`src/rtl/vuart_pkg.sv`:
```
// Shared definitions for the vUART 16550 register block.
// Holds the register index map (urt_addr[4:2]), the IIR interrupt codes
// and the mapping from FCR[7:6] to the RX trigger level.
package vuart_pkg;

    localparam logic [2:0] RBR_THR = 3'd0;
    localparam logic [2:0] IER_DLM = 3'd1;
    localparam logic [2:0] IIR_FCR = 3'd2;
    localparam logic [2:0] LCR     = 3'd3;
    localparam logic [2:0] MCR     = 3'd4;
    localparam logic [2:0] LSR     = 3'd5;
    localparam logic [2:0] MSR     = 3'd6;
    localparam logic [2:0] SCR     = 3'd7;

    localparam logic [3:0] IIR_LS   = 4'h6;
    localparam logic [3:0] IIR_RDA  = 4'h4;
    localparam logic [3:0] IIR_THRE = 4'h2;
    localparam logic [3:0] IIR_NONE = 4'h1;

    // RX FIFO fill level at which the data-available interrupt fires.
    function automatic logic [4:0] rx_trigger_level(input logic [1:0] sel);
        logic [4:0] lvl;
        case (sel)
            2'b00:   lvl = 5'd1;
            2'b01:   lvl = 5'd4;
            2'b10:   lvl = 5'd8;
            default: lvl = 5'd14;
        endcase
        return lvl;
    endfunction

endpackage

```
`src/rtl/vuart_16550_regs_if.sv`:
```
// CSR strobe bus between the vUART decode stage (master) and the 16550
// register block (slave).
//   urt_addr      : byte address, register index in [4:2]
//   urt_write     : one-cycle write strobe, data in urt_writedata[7:0]
//   urt_read      : one-cycle read strobe
//   urt_readdata  : registered read data, valid the cycle after urt_read
interface vuart_16550_regs_if #(
    parameter int unsigned ADDR_WIDTH = 9
);
    logic [ADDR_WIDTH-1:0] urt_addr;
    logic                  urt_write;
    logic [31:0]           urt_writedata;
    logic                  urt_read;
    logic [31:0]           urt_readdata;

    modport master (
        output urt_addr,
        output urt_write,
        output urt_writedata,
        output urt_read,
        input  urt_readdata
    );

    modport slave (
        input  urt_addr,
        input  urt_write,
        input  urt_writedata,
        input  urt_read,
        output urt_readdata
    );
endinterface

```
`src/rtl/vuart_sync_fifo.sv`:
```
// Single-clock show-ahead FIFO used for the vUART TX and RX byte queues.
//   clk, rst : clock, asynchronous active-high reset
//   clr      : synchronous flush, overrides push and pop
//   push     : write wdata; accepted when not full, or when full and a pop
//              happens in the same cycle
//   pop      : drop the head entry (ignored when empty)
//   rdata    : current head entry
//   count    : number of stored entries, log2(DEPTH)+1 bits
//   full, empty : occupancy flags
module vuart_sync_fifo #(
    parameter int unsigned WIDTH = 8,
    parameter int unsigned DEPTH = 16,
    localparam int unsigned PTR_W = $clog2(DEPTH),
    localparam int unsigned CNT_W = PTR_W + 1
) (
    input  logic             clk,
    input  logic             rst,
    input  logic             clr,
    input  logic             push,
    input  logic [WIDTH-1:0] wdata,
    input  logic             pop,
    output logic [WIDTH-1:0] rdata,
    output logic [CNT_W-1:0] count,
    output logic             full,
    output logic             empty
);

    logic [WIDTH-1:0] mem_q [DEPTH];
    logic [PTR_W-1:0] wr_ptr_q, wr_ptr_d;
    logic [PTR_W-1:0] rd_ptr_q, rd_ptr_d;
    logic [CNT_W-1:0] count_q, count_d;
    logic             push_ok, pop_ok;

    assign empty   = (count_q == '0);
    assign full    = (count_q == CNT_W'(DEPTH));
    assign pop_ok  = pop & ~empty;
    // A full FIFO still takes a push if the head leaves in the same cycle.
    assign push_ok = push & (~full | pop_ok);

    always_comb begin
        wr_ptr_d = wr_ptr_q;
        rd_ptr_d = rd_ptr_q;
        count_d  = count_q;
        if (clr) begin
            wr_ptr_d = '0;
            rd_ptr_d = '0;
            count_d  = '0;
        end else begin
            if (push_ok) wr_ptr_d = wr_ptr_q + 1'b1;
            if (pop_ok)  rd_ptr_d = rd_ptr_q + 1'b1;
            if (push_ok && !pop_ok) count_d = count_q + 1'b1;
            if (pop_ok && !push_ok) count_d = count_q - 1'b1;
        end
    end

    always_ff @(posedge clk or posedge rst) begin
        if (rst) begin
            wr_ptr_q <= '0;
            rd_ptr_q <= '0;
            count_q  <= '0;
        end else begin
            wr_ptr_q <= wr_ptr_d;
            rd_ptr_q <= rd_ptr_d;
            count_q  <= count_d;
        end
    end

    // Storage needs no reset: pointers and count define what is valid.
    always_ff @(posedge clk) begin
        if (push_ok && !clr) mem_q[wr_ptr_q] <= wdata;
    end

    assign rdata = mem_q[rd_ptr_q];
    assign count = count_q;

endmodule

```
`src/rtl/vuart_16550_regs.sv`:
```
// 16550-compatible register file with TX/RX byte FIFOs for the virtual UART.
//   clk_50m, rst_50m : clock, asynchronous active-high reset
//   bus              : CSR strobe bus (slave side), registered read data
//   tx_data/tx_valid : show-ahead head of the TX FIFO, popped on tx_ready
//   tx_busy          : serial shifter active, folds into LSR.TEMT
//   rx_data/rx_valid : received byte push strobe, no backpressure
//   baud_div         : {DLM, DLL}
//   lcr, mcr         : line and modem control registers
//   irq              : registered interrupt request
module vuart_16550_regs
    import vuart_pkg::*;
#(
    parameter int unsigned FIFO_DEPTH = 16,
    parameter int unsigned ADDR_WIDTH = 9
) (
    input  logic                     clk_50m,
    input  logic                     rst_50m,
    vuart_16550_regs_if.slave        bus,
    output logic [7:0]               tx_data,
    output logic                     tx_valid,
    input  logic                     tx_ready,
    input  logic                     tx_busy,
    input  logic [7:0]               rx_data,
    input  logic                     rx_valid,
    output logic [15:0]              baud_div,
    output logic [7:0]               lcr,
    output logic [4:0]               mcr,
    output logic                     irq
);

    localparam int unsigned CNT_W = $clog2(FIFO_DEPTH) + 1;

    logic [2:0]       reg_idx;
    logic             addr_ok, dlab, rd_en, wr_en;
    logic [7:0]       wbyte;
    logic             thr_wr, rbr_rd, fcr_wr, tx_clr, rx_clr, tx_pop;
    logic [7:0]       tx_head, rx_head;
    logic [CNT_W-1:0] tx_count, rx_count;
    logic             tx_full, tx_empty, rx_full, rx_empty;
    logic             tx_goes_empty, rx_overrun, thre_arm;
    logic [3:0]       iir_code;
    logic [7:0]       lsr_val, rd_byte;
    logic             unused_bits;

    logic [7:0]  dll_q, dll_d, dlm_q, dlm_d, lcr_q, lcr_d, scr_q, scr_d;
    logic [4:0]  mcr_q, mcr_d;
    logic [3:0]  ier_q, ier_d;
    logic        fcr0_q, fcr0_d;
    logic [1:0]  fcr_trig_q, fcr_trig_d;
    logic        oe_q, oe_d, thre_pend_q, thre_pend_d, irq_q, irq_d;
    logic [31:0] readdata_q, readdata_d;

    assign reg_idx = bus.urt_addr[4:2];
    assign addr_ok = ~|bus.urt_addr[ADDR_WIDTH-1:5];
    assign dlab    = lcr_q[7];
    assign wbyte   = bus.urt_writedata[7:0];
    assign rd_en   = bus.urt_read & addr_ok;
    // A write colliding with a read is dropped.
    assign wr_en   = bus.urt_write & ~bus.urt_read & addr_ok;

    assign thr_wr  = wr_en & (reg_idx == RBR_THR) & ~dlab;
    assign rbr_rd  = rd_en & (reg_idx == RBR_THR) & ~dlab;
    assign fcr_wr  = wr_en & (reg_idx == IIR_FCR);
    assign tx_clr  = fcr_wr & wbyte[2];
    assign rx_clr  = fcr_wr & wbyte[1];
    assign tx_pop  = tx_valid & tx_ready;

    vuart_sync_fifo #(
        .WIDTH (8),
        .DEPTH (FIFO_DEPTH)
    ) u_tx_fifo (
        .clk   (clk_50m),
        .rst   (rst_50m),
        .clr   (tx_clr),
        .push  (thr_wr),
        .wdata (wbyte),
        .pop   (tx_pop),
        .rdata (tx_head),
        .count (tx_count),
        .full  (tx_full),
        .empty (tx_empty)
    );

    vuart_sync_fifo #(
        .WIDTH (8),
        .DEPTH (FIFO_DEPTH)
    ) u_rx_fifo (
        .clk   (clk_50m),
        .rst   (rst_50m),
        .clr   (rx_clr),
        .push  (rx_valid),
        .wdata (rx_data),
        .pop   (rbr_rd),
        .rdata (rx_head),
        .count (rx_count),
        .full  (rx_full),
        .empty (rx_empty)
    );

    // Last byte leaves without a refill (a same-cycle THR write keeps it at 1),
    // or a flush empties a non-empty FIFO.
    assign tx_goes_empty = (tx_clr & ~tx_empty) |
                           (~tx_clr & tx_pop & ~thr_wr & (tx_count == CNT_W'(1)));
    assign rx_overrun    = rx_valid & rx_full & ~rbr_rd & ~rx_clr;
    assign thre_arm      = wr_en & (reg_idx == IER_DLM) & ~dlab & wbyte[1] & tx_empty;

    always_comb begin
        iir_code = IIR_NONE;
        if (ier_q[2] && oe_q) begin
            iir_code = IIR_LS;
        end else if (ier_q[0] && (rx_count >= CNT_W'(rx_trigger_level(fcr_trig_q)))) begin
            iir_code = IIR_RDA;
        end else if (ier_q[1] && thre_pend_q) begin
            iir_code = IIR_THRE;
        end
    end

    assign lsr_val = {1'b0, tx_empty & ~tx_busy, tx_empty, 3'b000, oe_q, ~rx_empty};

    always_comb begin
        rd_byte = 8'h00;
        case (reg_idx)
            RBR_THR: rd_byte = dlab ? dll_q : (rx_empty ? 8'h00 : rx_head);
            IER_DLM: rd_byte = dlab ? dlm_q : {4'h0, ier_q};
            IIR_FCR: rd_byte = {fcr0_q, fcr0_q, 2'b00, iir_code};
            LCR:     rd_byte = lcr_q;
            MCR:     rd_byte = {3'b000, mcr_q};
            LSR:     rd_byte = lsr_val;
            MSR:     rd_byte = 8'h00;
            default: rd_byte = scr_q;
        endcase
    end

    always_comb begin
        dll_d       = dll_q;
        dlm_d       = dlm_q;
        lcr_d       = lcr_q;
        scr_d       = scr_q;
        mcr_d       = mcr_q;
        ier_d       = ier_q;
        fcr0_d      = fcr0_q;
        fcr_trig_d  = fcr_trig_q;
        oe_d        = oe_q;
        thre_pend_d = thre_pend_q;
        readdata_d  = readdata_q;
        irq_d       = (iir_code != IIR_NONE);

        if (wr_en) begin
            case (reg_idx)
                RBR_THR: if (dlab) dll_d = wbyte;
                IER_DLM: begin
                    if (dlab) dlm_d = wbyte;
                    else      ier_d = wbyte[3:0];
                end
                IIR_FCR: begin
                    fcr0_d     = wbyte[0];
                    fcr_trig_d = wbyte[7:6];
                end
                LCR:     lcr_d = wbyte;
                MCR:     mcr_d = wbyte[4:0];
                SCR:     scr_d = wbyte;
                default: ;
            endcase
        end

        // A new overrun wins over the LSR read that would clear it.
        if (rx_overrun) begin
            oe_d = 1'b1;
        end else if (rd_en && (reg_idx == LSR)) begin
            oe_d = 1'b0;
        end

        if (tx_goes_empty || thre_arm) begin
            thre_pend_d = 1'b1;
        end else if (thr_wr || (rd_en && (reg_idx == IIR_FCR) && (iir_code == IIR_THRE))) begin
            thre_pend_d = 1'b0;
        end

        if (bus.urt_read) readdata_d = addr_ok ? {24'h0, rd_byte} : 32'h0;
    end

    always_ff @(posedge clk_50m or posedge rst_50m) begin
        if (rst_50m) begin
            dll_q       <= 8'h01;
            dlm_q       <= 8'h00;
            lcr_q       <= 8'h00;
            scr_q       <= 8'h00;
            mcr_q       <= 5'h00;
            ier_q       <= 4'h0;
            fcr0_q      <= 1'b0;
            fcr_trig_q  <= 2'b00;
            oe_q        <= 1'b0;
            thre_pend_q <= 1'b0;
            irq_q       <= 1'b0;
            readdata_q  <= 32'h0;
        end else begin
            dll_q       <= dll_d;
            dlm_q       <= dlm_d;
            lcr_q       <= lcr_d;
            scr_q       <= scr_d;
            mcr_q       <= mcr_d;
            ier_q       <= ier_d;
            fcr0_q      <= fcr0_d;
            fcr_trig_q  <= fcr_trig_d;
            oe_q        <= oe_d;
            thre_pend_q <= thre_pend_d;
            irq_q       <= irq_d;
            readdata_q  <= readdata_d;
        end
    end

    assign bus.urt_readdata = readdata_q;
    assign tx_data          = tx_head;
    assign tx_valid         = ~tx_empty;
    assign baud_div         = {dlm_q, dll_q};
    assign lcr              = lcr_q;
    assign mcr              = mcr_q;
    assign irq              = irq_q;

    assign unused_bits = ^{bus.urt_writedata[31:8], bus.urt_addr[1:0], tx_full};

endmodule

```
`src/flat_wrapper.sv`:
```
// flat-port wrapper written by rule: the top's interface ports become plain ports
module vuart_16550_regs_flat import vuart_pkg::*;
#(
    parameter int unsigned FIFO_DEPTH = 16,
    parameter int unsigned ADDR_WIDTH = 9
)
  (clk_50m, rst_50m, tx_data, tx_valid, tx_ready, tx_busy, rx_data, rx_valid, baud_div, lcr, mcr, irq, bus_urt_addr, bus_urt_write, bus_urt_writedata, bus_urt_read, bus_urt_readdata);
  vuart_16550_regs_if #(.ADDR_WIDTH(ADDR_WIDTH)) bus_i ();
  input  logic clk_50m;
  input  logic rst_50m;
  output logic [7:0] tx_data;
  output logic tx_valid;
  input  logic tx_ready;
  input  logic tx_busy;
  input  logic [7:0] rx_data;
  input  logic rx_valid;
  output logic [15:0] baud_div;
  output logic [7:0] lcr;
  output logic [4:0] mcr;
  output logic irq;
  input wire logic [$bits(bus_i.urt_addr)-1:0] bus_urt_addr;
  input wire logic [$bits(bus_i.urt_write)-1:0] bus_urt_write;
  input wire logic [$bits(bus_i.urt_writedata)-1:0] bus_urt_writedata;
  input wire logic [$bits(bus_i.urt_read)-1:0] bus_urt_read;
  output wire logic [$bits(bus_i.urt_readdata)-1:0] bus_urt_readdata;
  assign bus_i.urt_addr = bus_urt_addr;
  assign bus_i.urt_write = bus_urt_write;
  assign bus_i.urt_writedata = bus_urt_writedata;
  assign bus_i.urt_read = bus_urt_read;
  assign bus_urt_readdata = bus_i.urt_readdata;
  vuart_16550_regs #(.FIFO_DEPTH(FIFO_DEPTH), .ADDR_WIDTH(ADDR_WIDTH)) u_core (.clk_50m(clk_50m), .rst_50m(rst_50m), .bus(bus_i), .tx_data(tx_data), .tx_valid(tx_valid), .tx_ready(tx_ready), .tx_busy(tx_busy), .rx_data(rx_data), .rx_valid(rx_valid), .baud_div(baud_div), .lcr(lcr), .mcr(mcr), .irq(irq));
endmodule
```
`config.mk`:
```
export PLATFORM = sky130hd
export DESIGN_NAME = vuart_16550_regs_flat
export DESIGN_NICKNAME = d
export VERILOG_FILES = /design/src/rtl/vuart_pkg.sv /design/src/rtl/vuart_16550_regs_if.sv /design/src/rtl/vuart_sync_fifo.sv /design/src/rtl/vuart_16550_regs.sv /design/src/flat_wrapper.sv
export SDC_FILE = /design/constraint.sdc
export NUM_CORES = 1
export LEC_CHECK = 0
export CORE_AREA = 10 10 164 226
export CTS_CLUSTER_DIAMETER = 80
export DETAILED_ROUTE_END_ITERATION = 16
export DIE_AREA = 0 0 174 236
export PLACE_DENSITY = 0.73
export SLEW_MARGIN = 20
export SYNTH_ARGS = -nofsm -noshare
export SYNTH_HDL_FRONTEND = slang
export SYNTH_SLANG_ARGS = --single-unit
```
`constraint.sdc`:
```
create_clock -name clk_50m -period 3.9 [get_ports clk_50m]
set_input_delay 0.585 -clock clk_50m [delete_from_list [all_inputs] [get_ports clk_50m]]
set_output_delay 0.585 -clock clk_50m [all_outputs]
set_load 0.02 [all_outputs]
```
==> impl_metrics.yaml, run 1 <==
power_and_ir_drop:
  ir_worst_vdd_v: 0.000410
  p_leak_nw: 5.97
  p_per_area_nw_per_um2: 564
  power.total_mw: 9.50
place:
  io_buffers: 76
  gp_congestion: 0.939
  hpwl_um: 23500
synthesis:
  synth-main-ff-cell: "edfxtp_1"
  synth_area_leaders: "edfxtp_1 53%, dfrtp_1 14%, mux4_2 11%"
  netlist.top_cell.by_area: "edfxtp_1"
  synth_top_area_share_pct: 52.8
  syn_area_um2: 14600
  syn_avg_cell_area_um2: 16.6
  ys_types: 74
  async_flop_share_pct: 24.0
  yosys_warnings: 0
  synth_edf_count: 256
  ys_seq_area_share_pct: 66.7
  syn-instance-count: 878
  synth_seq_cells: 337
floorplanning:
  die_h_um: 236
  rows: 79
  core_area_um2: 33000
  ios: 127
  initial_core_util_pct: 44.1
  die_area_um2: 41100
  die_x_um: 174
timing:
  clock_skew_ns: 0.0289
  drv_slew: 0
  rsz0062_at_grt: "no"
  fin_crit_sh_pct: 91.4
  worst_slew_margin_rel_pct: 36.3
  finalSetupTns_ns: 0
  hold_violations: 0
  clock.fmax_ghz: 0.281
  worst_pin_slew_ns: 0.953
  fin_crit_ns: 3.56
  finalSetupViolCount: 0
clocking:
  clock-sinks: 337
  cts_root_buf: "clkbuf_16"
  cts_max_level: 1
  cts_buffer_depth: 3
  clk_latency_ns: 0.58
  cts_buffers: 31
  hold_buffers: 0
  clk_pin_slew_worst_paths_ns: 0.07
  cts_tree: "yes"
  post_cts_resized: 0
  postCtsSetupBuffers: 0
detailed_routing:
  via_per_inst: 5.64
  dr.pass1.iters: 7
  postRouteAntennaNets: 0
  via_count: 8118
  wl_per_cell_um: 23.4
  drc: 0
  drtIter0Drc: 692
  routed_wl_um: 33700
hold_path:
  hold_class: "in -> async"
flow_run:
  cap_viol_max_count: 0
critical_path:
  crit_end: "u_core.u_rx_fifo.count[4]"
  r2r-start: "u_core.u_rx_fifo.count[1]"
  critPathMaxFanout: 7
  end_kind: "flop"
  cp.required_ns: 4.41
  cp.arrival_ns: 4.08
  start_kind: "flop"
  cp-startpoint: "u_core.u_rx_fifo.count[1]"
  rrSetupSlack_ns: 0.34
  reg2reg_to: "u_core.u_rx_fifo.count[4]"
  r2r.worst_path.cells: 11
  path_class: "reg -> reg"
grt:
  grt_remaining_overflow: 0
  grt_pass1_vias: 8272
  grt_pass1_wl_um: 51500
  antenna_found_initial: 0
  grtUsageTotal_pct: 16.1
  grt_max_degree: 42
cells_and_area:
  final-seq-area_um2: 9720
  antenna_cells: 0
  layout-drive-gt1-share_pct: 19.8
  final_cell_mix: "256 x edfxtp_1, 78 x dfrtp_1, 76 x clkdlybuf4s50_1"
  fillers: 2744
  multi_input_area_um2: 4480
  final_common_cell: "edfxtp_1"
  nets: 1050
  area_growth_pct: 15.6
  final_util_pct: 51.0
outcome:
  run_status: "complete, no violations"
## where the power goes
group / switching (mW) / internal (mW)
Sequential: 0.240 / 4.13
Combinational: 1.04 / 1.03
Clock: 1.31 / 1.75
## layer usage
layer  track usage (%)  up-vias  share of wire (%)
met5                 0        -                  0
met4              6.00        0                3.1
met3              2.69       52                5.6
met2              29.1      259                 54
met1              18.8     4234                 38
li1                  -     3573                  -
## worst min path at each step
stage                    startpoint         endpoint  slack (ns)  depth (start not counted)
floorplan           u_core.scr_q[1]  u_core.scr_q[1]        0.44                          2
global placement    u_core.scr_q[1]  u_core.scr_q[1]        0.47                          2
detailed placement  u_core.scr_q[1]  u_core.scr_q[1]        0.47                          2
CTS                         rst_50m    u_core.lcr[7]        0.44                          2
global route                rst_50m  u_core.ier_q[3]        0.48                          2
finish                      rst_50m    u_core.lcr[3]        0.43                          2
## Yosys cell counts (4+ instances only)
master	number
clkbuf_1	17
o31ai_1	4
inv_1	18
buf_6	4
a21oi_1	16
o21ai_0	25
a211oi_1	4
nand2b_1	4
buf_4	27
mux2_2	41
a31oi_1	6
buf_2	12
edfxtp_1	256
nor2_1	29
nand4_1	6
nor3_1	6
nand3_1	20
buf_1	4
mux4_2	68
ha_1	21
xnor2_1	7
a221oi_1	7
nand2_1	39
mux2i_1	21
and2_1	33
nor3b_1	4
nor4b_1	4
and3_1	13
nor2b_1	9
xor2_1	7
dfrtp_1	80
## state kept, by name (all words and copies together), names as in the netlist, 2 cells and up
signal and count:
u_core.u_tx_fifo.count 5, u_core.dll_q 8, u_core.u_rx_fifo.rd_ptr_q 4, u_core.mcr 5
u_core.fcr_trig_q 2, u_core.ier_q 4, u_core.u_rx_fifo.wr_ptr_q 4, u_core.u_rx_fifo.count 5
u_core.lcr 8, u_core.u_tx_fifo.mem_q 128, u_core.bus.urt_readdata 8, u_core.u_rx_fifo.mem_q 128
u_core.dlm_q 8, u_core.u_tx_fifo.rd_ptr_q 4, u_core.scr_q 8, u_core.u_tx_fifo.wr_ptr_q 4
## cell families after synthesis
logic type,count (synthesis),share of synthesized area (%)
simple gates,186,7.11
fa+ha+maj,22,1.94
buf+inv,84,3.17
compound gates,103,4.94
other cells,1,0.0257
xor+xnor,14,0.842
mux,131,15.3
flops,337,66.7
## worst max-delay path, cell delays in order (launching register included)
cell	delay, ns
dfrtp_1	0.42
or4_1	0.62
a311o_2	0.45
nand2_2	0.17
ha_1	0.26
inv_1	0.11
fa_1	0.44
nor2b_1	0.16
o21ai_0	0.12
and3_1	0.21
or4_1	0.39
a21oi_1	0.15
## cell type report
class                      instances  share of cell area [%]
timing repair buffer             102                    5.90
clock buffer                      38                    5.07
multi-input combinational        480                    26.6
sequential                       337                    57.7
inverter                          20                   0.453
clock inverter                    17                    1.02
tap                              445                    3.30
## stage by stage
step	instances	setup slack, ns	hold slack (ns)	cell area (um2)
finish	1439	0.337	0.433	16800
global route	1439	0.0888	0.478	16800
CTS	1439	0.336	0.439	16800
detailed placement	1384	0.129	0.473	15800
global placement	1384	0.107	0.473	15800
floorplan	901	0.453	0.442	14700
(Power assumes the default switching activity.)
==> run 2, diff against run 1 <==
DONT_BUFFER_PORTS = 1   (was unset)
GPL_ROUTABILITY_DRIVEN = 0   (was unset)
HOLD_SLACK_MARGIN = 0.12   (was unset)
PLACE_DENSITY = 0.68   (was 0.73)
==> impl_metrics.yaml, run 2 (same netlist as run 1, synthesis figures left out) <==
detailed_routing:
  via_per_inst: 5.63
  drc: 0
  routed_wl_um: 33800
  dr.pass1.iters: 4
  wl_per_cell_um: 24.9
  postRouteAntennaNets: 0
  via_count: 7652
  drtIter0Drc: 578
clocking:
  cts_buffers: 34
  cts_root_buf: "clkbuf_16"
  postCtsSetupBuffers: 0
  clk_latency_ns: 0.53
  clock-sinks: 337
  cts_max_level: 2
  cts_tree: "yes"
  cts_buffer_depth: 3
  clk_pin_slew_worst_paths_ns: 0.06
critical_path:
  crit_slowest_cell: "or4_1"
  cp.arrival_ns: 3.98
  crit_top_cell: "or4_1"
  path_class: "reg -> reg"
  end_kind: "flop"
  cp.required_ns: 4.34
  start_kind: "flop"
  cp_slowest_stage_delay_ns: 0.62
  path_cells: "or4_1 -> a311o_2 -> nand2_2 -> ha_1 -> inv_1 -> fa_1 -> nor2b_1 -> o21ai_0 -> and3_1 -> or4_1 -> a21oi_1"
  critPathMaxFanout: 7
flow_run:
  cap_viol_max_count: 0
grt:
  grt_pass1_wl_um: 51200
  antenna_found_initial: 1
  grt_remaining_overflow: 0
  grt_max_degree: 47
  grtUsageTotal_pct: 16.4
  grt_pass1_vias: 8069
timing:
  finalSetupViolCount: 0
  rsz0062_at_grt: "no"
  fin_crit_ns: 3.54
  clock.fmax_ghz: 0.282
  hold_violations: 0
  drv_slew: 0
  fin_crit_sh_pct: 90.8
  worst_pin_slew_ns: 0.913
  worst_slew_margin_rel_pct: 38.3
  finalSetupTns_ns: 0
  clock_skew_ns: 0.0225
power_and_ir_drop:
  ir_worst_vdd_v: 0.000443
  power.total_mw: 9.55
  p_per_area_nw_per_um2: 593
  p_leak_nw: 5.68
floorplanning:
  die_area_um2: 41100
  die_h_um: 236
  core_area_um2: 33000
  ios: 127
  die_x_um: 174
  initial_core_util_pct: 44.1
  rows: 79
cells_and_area:
  nets: 965
  layout-drive-gt1-share_pct: 20.2
  area_growth_pct: 10.5
  final_cell_mix: "256 x edfxtp_1, 78 x dfrtp_1, 68 x mux4_2"
  final_util_pct: 48.8
  finalNonFillerCells: 1358
  final_common_cell: "edfxtp_1"
  top_regs: "u_core.u_rx_fifo.mem_q (128), u_core.u_tx_fifo.mem_q (128)"
hold_path:
  hold_class: "in -> reg"
outcome:
  run_status: "complete, no violations"
place:
  hpwl_um: 23600
  io_buffers: 0
  dp_cells: 1295
[run 2: changes by cell type in the layout (fill, tap and decap cells not counted), sizes merged]
| cell | change |
|---|---|
| clkdlybuf4s50 | -76 |
| buf | -13 |
| bufinv | +3 |
| clkbuf | +3 |
| clkinv | +3 |
| clkinvlp | -2 |
| diode | +1 |
| dlygate4sd3 | +1 |
| inv | -1 |
[run 2: critical path: cells and delay by family (launching register included)]
family	cells	cell delay, ns
compound gates	3	0.69
fa+ha+maj	2	0.70
buf+inv	1	0.11
flops	1	0.43
simple gates	5	1.53
[run 2: metal layers]
metal | GRT usage (%) | vias up | share of wire (%)
met5 | 0 | - | 0
met4 | 6.44 | 0 | 3.6
met3 | 4.49 | 59 | 6.3
met1 | 17.2 | 3979 | 36
met2 | 30.1 | 185 | 54
li1 | - | 3429 | -
[run 2: layout make-up]
cell class | instances | area (um2)
Inverter | 20 | 76.3
Sequential cell | 337 | 9720
Timing Repair Buffer | 14 | 120
Clock buffer | 41 | 887
Antenna cell | 1 | 2.50
Multi-Input combinational cell | 480 | 4480
Tap cell | 445 | 557
Clock inverter | 20 | 259
Fill cell | 2774 | 16900
[run 2: what timing repair did]
item	4_1_cts	5_1_grt
hold endpoints to repair	30	0
hold buffers	1	0
gates resized for setup	0	0
[run 2: power by group]
group	internal, mW	switching [mW]	leakage (nW)
logic	0.841	0.931	1.75
registers	4.13	0.273	3.37
clock network	2.03	1.34	0.558
total	7.00	2.55	5.68
[run 2: path summary, 6_finish.rpt]
check	from	end	slack [ns]	cells past startpoint
setup reg to reg	u_core.u_rx_fifo.count[1]	u_core.u_rx_fifo.count[4]	0.36	11
hold reg to reg	u_core.scr_q[1]	u_core.scr_q[1]	0.48	2
setup / recovery	u_core.u_rx_fifo.count[1]	u_core.u_rx_fifo.count[4]	0.36	11
max in group asynchronous	rst_50m	u_core.u_tx_fifo.count[0]	2.23	3
min in group asynchronous	rst_50m	u_core.lcr[2]	0.66	2
hold / removal	rx_data[0]	u_core.u_rx_fifo.mem_q[0][0]	0.15	0
[run 2: through the flow]
step | hold WS, ns | worst slack, ns | cell area [um2]
after CTS | 0.129 | 0.343 | 16100
final | 0.148 | 0.359 | 16100
after global routing | 0.131 | 0.140 | 16100
after floorplan | 0.442 | 0.453 | 14700
after global placement | 0.463 | 0.373 | 14900
after detailed placement | 0.470 | 0.369 | 14900
